--- src/rtl/apb_bus_arbiter.sv ---
// APB slave-bus arbiter: grants one master per complete SETUP/ACCESS transfer,
// fixed-priority or round-robin. Define APB_BUS_ARBITER_TIMEOUT_EN to build the transfer watchdog.
module apb_bus_arbiter #(
    parameter int NO_OF_MASTERS    = 4,
    parameter int MASTER_ID_WIDTH  = 2,
    parameter int ARBITRATION_TYPE = 0,
    parameter int TIMEOUT_CYCLES   = 16
) (
    input  logic                       I_PCLK,
    input  logic                       I_PRESET,
    input  logic [NO_OF_MASTERS-1:0]   I_REQ,
    input  logic [NO_OF_MASTERS-1:0]   I_PENABLE,
    input  logic                       I_PREADY,
    output logic [NO_OF_MASTERS-1:0]   O_GNT,
    output logic [MASTER_ID_WIDTH-1:0] O_GNT_ID,
    output logic                       O_GNT_VALID,
    output logic                       O_XFER_DONE,
    output logic                       O_TIMEOUT
);

    if (NO_OF_MASTERS < 1 || MASTER_ID_WIDTH < 1 || NO_OF_MASTERS > (1 << MASTER_ID_WIDTH) ||
        TIMEOUT_CYCLES < 2) begin : g_bad_cfg
        $error("apb_bus_arbiter: illegal parameter combination");
    end

    typedef enum logic [1:0] {IDLE, SETUP, ACCESS} state_e;

    localparam logic [MASTER_ID_WIDTH-1:0] LAST_ID = MASTER_ID_WIDTH'(NO_OF_MASTERS - 1);

    state_e                     state_q, state_d;
    logic [NO_OF_MASTERS-1:0]   gnt_q, gnt_d;
    logic [MASTER_ID_WIDTH-1:0] gnt_id_q, gnt_id_d;
    logic [MASTER_ID_WIDTH-1:0] rr_ptr_q, rr_ptr_d;
    logic                       gnt_valid_q, gnt_valid_d;
    logic                       xfer_done_q, xfer_done_d;
    logic                       timeout_q, timeout_d;

    logic [NO_OF_MASTERS-1:0]   req_hi, cand, win_oh;
    logic [MASTER_ID_WIDTH-1:0] win_id;
    logic                       win_any;
    logic                       owner_req, owner_pen, expire;

    // Round-robin: prefer requesters at or above the pointer, else wrap to the lowest.
    always_comb begin
        for (int i = 0; i < NO_OF_MASTERS; i++) begin
            req_hi[i] = I_REQ[i] && (i >= int'(rr_ptr_q));
        end
        cand    = (ARBITRATION_TYPE == 1 && (|req_hi)) ? req_hi : I_REQ;
        win_oh  = '0;
        win_id  = '0;
        win_any = 1'b0;
        for (int i = 0; i < NO_OF_MASTERS; i++) begin
            if (cand[i] && !win_any) begin
                win_any   = 1'b1;
                win_oh[i] = 1'b1;
                win_id    = MASTER_ID_WIDTH'(i);
            end
        end
    end

    // The one-hot grant doubles as the owner select for its request/enable lines.
    assign owner_req = |(I_REQ & gnt_q);
    assign owner_pen = |(I_PENABLE & gnt_q);

`ifdef APB_BUS_ARBITER_TIMEOUT_EN
    localparam int             CNT_W    = $clog2(TIMEOUT_CYCLES);
    localparam logic [CNT_W-1:0] CNT_LAST = CNT_W'(TIMEOUT_CYCLES - 1);

    logic [CNT_W-1:0] wd_cnt_q, wd_cnt_d;

    // Held at zero while idle so every grant starts a fresh count.
    always_comb begin
        wd_cnt_d = '0;
        if (state_q != IDLE) begin
            wd_cnt_d = wd_cnt_q + CNT_W'(1);
        end
    end

    always_ff @(posedge I_PCLK) begin
        if (I_PRESET) begin
            wd_cnt_q <= '0;
        end else begin
            wd_cnt_q <= wd_cnt_d;
        end
    end

    assign expire = (state_q != IDLE) && (wd_cnt_q == CNT_LAST);
`else
    assign expire = 1'b0;
`endif

    always_comb begin
        state_d     = state_q;
        gnt_d       = gnt_q;
        gnt_id_d    = gnt_id_q;
        gnt_valid_d = gnt_valid_q;
        rr_ptr_d    = rr_ptr_q;
        xfer_done_d = 1'b0;
        timeout_d   = 1'b0;
        unique case (state_q)
            IDLE: begin
                if (win_any) begin
                    state_d     = SETUP;
                    gnt_d       = win_oh;
                    gnt_id_d    = win_id;
                    gnt_valid_d = 1'b1;
                    if (ARBITRATION_TYPE == 1) begin
                        rr_ptr_d = (win_id == LAST_ID) ? '0 : win_id + MASTER_ID_WIDTH'(1);
                    end
                end
            end
            SETUP: begin
                if (expire) begin
                    state_d   = IDLE;
                    timeout_d = 1'b1;
                end else if (owner_pen) begin
                    state_d = ACCESS;
                end else if (!owner_req) begin
                    state_d = IDLE;
                end
            end
            ACCESS: begin
                if (I_PREADY) begin
                    state_d     = IDLE;
                    xfer_done_d = 1'b1;
                end else if (expire) begin
                    state_d   = IDLE;
                    timeout_d = 1'b1;
                end
            end
            default: state_d = IDLE;
        endcase
        if (state_q != IDLE && state_d == IDLE) begin
            gnt_d       = '0;
            gnt_id_d    = '0;
            gnt_valid_d = 1'b0;
        end
    end

    always_ff @(posedge I_PCLK) begin
        if (I_PRESET) begin
            state_q     <= IDLE;
            gnt_q       <= '0;
            gnt_id_q    <= '0;
            gnt_valid_q <= 1'b0;
            rr_ptr_q    <= '0;
            xfer_done_q <= 1'b0;
            timeout_q   <= 1'b0;
        end else begin
            state_q     <= state_d;
            gnt_q       <= gnt_d;
            gnt_id_q    <= gnt_id_d;
            gnt_valid_q <= gnt_valid_d;
            rr_ptr_q    <= rr_ptr_d;
            xfer_done_q <= xfer_done_d;
            timeout_q   <= timeout_d;
        end
    end

    assign O_GNT       = gnt_q;
    assign O_GNT_ID    = gnt_id_q;
    assign O_GNT_VALID = gnt_valid_q;
    assign O_XFER_DONE = xfer_done_q;
    assign O_TIMEOUT   = timeout_q;

endmodule

--- config.mk ---
export PLATFORM = sky130hd
export DESIGN_NAME = apb_bus_arbiter
export DESIGN_NICKNAME = d
export VERILOG_FILES = /design/src/rtl/apb_bus_arbiter.sv
export SDC_FILE = /design/constraint.sdc
export NUM_CORES = 1
export LEC_CHECK = 0
export CORE_AREA = 2 2 39 41
export CTS_CLUSTER_DIAMETER = 30
export DETAILED_ROUTE_END_ITERATION = 8
export DIE_AREA = 0 0 41 43
export HOLD_SLACK_MARGIN = 0.05
export PLACE_DENSITY = 0.81
export SYNTH_ARGS = -nofsm -noshare
export SYNTH_HDL_FRONTEND = slang
export SYNTH_SLANG_ARGS = --single-unit
--- constraint.sdc ---
create_clock -name I_PCLK -period 2.3 [get_ports I_PCLK]
set_input_delay 0.23 -clock I_PCLK [delete_from_list [all_inputs] [get_ports I_PCLK]]
set_output_delay 0.23 -clock I_PCLK [all_outputs]
set_load 0.01 [all_outputs]
# --- Yosys cells after proc, flatten, opt, wreduce, memory -nomap -nowiden ---
# Cells that the tools add are included.
word_totals:
  regBits: 10
op_classes:
  n_reduce_logical: 15
  n_bitwise: 3
  eq_ne: 2
  muxes: 16
ops:
  columns: ["op", "n"]
  rows:
  - ["$mux 2", 6]
  - ["$mux 1", 9]
  - ["$and 4x4->4", 2]
  - ["$reduce_or 4->1", 2]
  - ["$pmux 2 s3", 1]
  - ["$logic_and 1x1->1", 4]
  - ["$logic_not 2->1", 2]
  - ["$reduce_or 2->1", 2]
  - ["$logic_not 1->1", 3]
  - ["$eq 2x1->1 const B", 1]
  - ["$eq 2x2->1 const B", 1]
  - ["$reduce_and 2->1", 1]
  - ["$reduce_bool 2->1", 1]
  - ["$not 1->1", 1]

# --- Depth between registers and ports, before layout ---
depth:
  word_depth: 15
  ltp_mapped: 5

# --- Least setup slack after synthesis ---
# OpenSTA, ideal clock, no wires.
synth_timing:
  path_type: "register to register"
  startpoint: "register state_q[0]"
  endpoint: "register gnt_q[3], in the netlist O_GNT[3]"
  setup_ns: 0.086
  t_required_ns: 2.214
  setup_slack_ns: 1.019
  n_path_buf: 1
  stages_incl_launch_ff: 6
  arrival_time_ns: 1.195
  cell_sequence: "dfxtp_1 -> buf_6 -> or2_4 -> a21oi_4 -> a2bb2oi_4 -> a221oi_2"
synth_via:
  elab_chain_cells: 6
synth_rtl:
  columns: ["item", "line_no", "rtl"]
  rows:
  - ["start: declaration", "30", "state_e state_q, state_d;"]
  - ["start signal: assignment", "150", "state_q <= state_d;"]
  - ["$mux 2", "118", "end else if (!owner_req) begin"]
  - ["$mux 2", "116", "end else if (owner_pen) begin"]
  - ["$pmux 2 s3", "100", "unique case (state_q)"]
  - ["$logic_not 2->1", "133", "if (state_q != IDLE && state_d == IDLE) begin"]
  - ["$logic_and 1x1->1", "133", null]
  - ["$reduce_or 2->1 (no line)", null, null]
  - ["end signal: assignment", "151", "gnt_q <= gnt_d;"]
  - ["end: declaration", "31", "logic [NO_OF_MASTERS-1:0] gnt_q, gnt_d;"]
# Several ways; a longest one is shown, not always the timed one.
# A chain may end at the register's enable or synchronous reset.

# --- Worst setup path after layout ---
layout_timing:
  startpoint: "input port I_REQ[2]"
  endpoint: "register gnt_id_q[0], in the netlist O_GNT_ID[0]"
layout_via:
  elab_chain_cells: 10
layout_rtl:
  columns: ["item", "line_no", "rtl"]
  rows:
  - ["start: declaration", "11", "input logic [NO_OF_MASTERS-1:0] I_REQ,"]
  - ["$logic_and 1x1->1", "53", "if (cand[i] && !win_any) begin"]
  - ["$mux 1", "53", null]
  - ["$logic_not 1->1", "53", null]
  - ["$logic_and 1x1->1", "53", null]
  - ["$mux 1", "53", null]
  - ["$mux 2", "102", "if (win_any) begin"]
  - ["$pmux 2 s3", "100", null]
  - ["$logic_not 2->1", "133", null]
  - ["$logic_and 1x1->1", "133", null]
  - ["$reduce_or 2->1 (no line)", null, null]
  - ["end signal: assignment", "152", "gnt_id_q <= gnt_id_d;"]
  - ["end: declaration", "32", "logic [MASTER_ID_WIDTH-1:0] gnt_id_q, gnt_id_d;"]
# Several ways; a longest one is shown, not always the timed one.

==> metrics.txt <==
Setup-failing EPs final 0; first-pass GRT wire length 2.08 mm; syn nets 69; CP Launch Type input port; final wirelength 1.21 mm; Pwr per Cell Area 878 nW/um2; multiplexer share of the synthesized area 3.82%; GRT Util Overall 18.1%; Die H 43 um; cell accounting for the most synthesized area dfxtp_1; Async SR Flop Fraction 0%; fraction of the mapped netlist area in compound gates 37.2%; fin crit period 1.51 ns; via count 505; max cap viols 0; synth top area cells dfxtp_1 38%, a21oi_1 11%, nor2_1 7.9%; drt wl/cell 13.0 um; # DRC 0; CP max FO 8; outcome completed; row cnt 14; Worst Setup End Kind flop; vias in the first global route 521; Clk Latency, worst-skew pair 0.27 ns; initial antenna violation count 0; buffer and inverter count on the worst path 1; Final HPWL DP 904 um; post-synthesis sequential area ratio 38.2%; Critical Path RT 2.44 ns; P&R area growth vs syn 40.1%; RSZ-0062 raised after global routing false; nets@finish 89; top cell type's share of synthesized area 38.2%; Port Buffers 18; Worst-path clk slew 0.07 ns; main combinational cell family by area after synthesis compound AO/OA/AOI/OAI gates; #FFs+latches synth 10; top_reg_cell synth dfxtp_1; final RePlAce weighted congestion 0.808; CTS buffer count 3; Synth Instances 58; Rel. slew slack 64.3%; final hold vios 0; Post-CTS Setup Repair Bufs 0; Die Wd 41 um; DRT Pass-1 Iters 4; worst stage delay on the critical path 0.49 ns; starting density of the core 37.9%; First DRT Iteration DRCs 13; cts repair resizes 0; Crit Path Category input port to flop; Ant. Diodes 0; clk sink count 10; Core ar. 1380 um2; TritonCTS clock tree built; Syn. warnings 0; Clock Tree Root clkbuf_4; Max Buffers Root-to-Sink 2; worst path cell trace clkdlybuf4s50_1, a22o_1, a221oi_2, a2bb2oi_4, a21oi_1; Vias/cell 5.43; commonest cells in the netlist 11 x a21oi_1, 11 x nor2_1, 10 x dfxtp_1; WHS 0.497 ns; Layout Skew 0.00557 ns; post-synthesis instance area 524 um2; simple-gate area share of the yosys netlist 13.6%; Avg Cell Area, Syn 9.04 um2; CTS H-Tree Depth 1; CP max-delay cell clkdlybuf4s50_1; Post-DRT Antenna Nets 0; largest net degree at the start of global routing 9; EDFF count, synth 0; Synth Area in XOR/XNOR 0%; slew at the pin closest to its max-slew limit 0.535 ns; full die area 1760 um2; final setup TNS 0 ns; Leak 0.275 nW; share of cells above drive strength 1 11.7%; adder-cell share of the synthesized area 0%; fin. max-slew vios 0; Peak supply drop 0.390 mV; Unique masters post-synth 22; Overflow after GRT 0; CP top delay family compound AO/OA/AOI/OAI gates; worst hold path type flop to flop; Crit path arrival time 1.64 ns; final period utilization 65.5%; io pins 20; Post-CTS Hold Buffers 0; f_max 664 MHz
metrics by stage:
step                      power, mW  util, %  setup slack [ns]  instance area, um2  instances
after floorplan               0.399        -              1.02                 524         58
after global placement        0.485     50.5             0.550                 698         89
after detailed placement      0.490     50.5             0.518                 698         89
after CTS                     0.651     53.1             0.812                 734         93
after global routing          0.683     53.1             0.640                 734         93
final                         0.645     53.1             0.793                 734         93
kinds of logic (layout without fill, tap and decap cells):
group	Yosys count	in the layout
DFF	10	10
muxes	2	2
and+or+nand+nor	16	16
buffers and inverters	5	24
other	1	1
AOI/OAI and AO/OA	24	24
report_power, final:
| group | switching (mW) | total, mW | internal (mW) |
|---|---|---|---|
| logic | 0.114 | 0.247 | 0.133 |
| clock network | 0.0622 | 0.158 | 0.0962 |
| registers | 0.0322 | 0.240 | 0.207 |
worst paths after layout:
path               startpoint           to  slack, ns  depth (start not counted)
hold / removal    O_GNT_VALID  O_GNT_VALID       0.50                          2
setup / recovery     I_REQ[2]  O_GNT_ID[0]       0.79                          5
hold reg to reg   O_GNT_VALID  O_GNT_VALID       0.50                          2
setup reg to reg     O_GNT[1]  O_GNT_ID[0]       0.86                          4
cell type report:
type                            count  area [um2]
Timing Repair Buffer               18         180
Clock buffer                        4        36.3
Inverter                            2        7.51
Multi-Input combinational cell     43         290
Sequential cell                    10         200
Tap cell                           16        20.0
Fill cell                         136         649
worst min-delay path, stage by stage, from the launching register on:
cell	delay, ns
dfxtp_1	0.31
nor2_1	0.10
a21oi_1	0.04
per-layer routing:
layer | wire length, um | global-route usage [%] | up-vias
met5 | 0 | 0 | -
met4 | 39 | 14.0 | 0
met3 | 71 | 4.71 | 4
met2 | 566 | 27.2 | 19
met1 | 529 | 20.3 | 226
li1 | - | - | 256
registers in the layout (all words and copies together) (netlist names):
signal and cells:
O_XFER_DONE 1, state_q 2, O_GNT 4, O_GNT_ID 2, O_GNT_VALID 1
layout by cell type (no fill, tap or decap), types with 2 or more instances in the layout:
cell type        Yosys  routed
a221oi_2             2       2
a21oi_1             11      11
o22ai_1              2       2
clkdlybuf4s50_1      0      18
inv_1                2       2
clkbuf_4             0       3
mux2i_1              2       2
dfxtp_1             10      10
a22oi_1              3       3
nor2_1              11      11
Note: power is estimated with default switching activity, not from simulation.
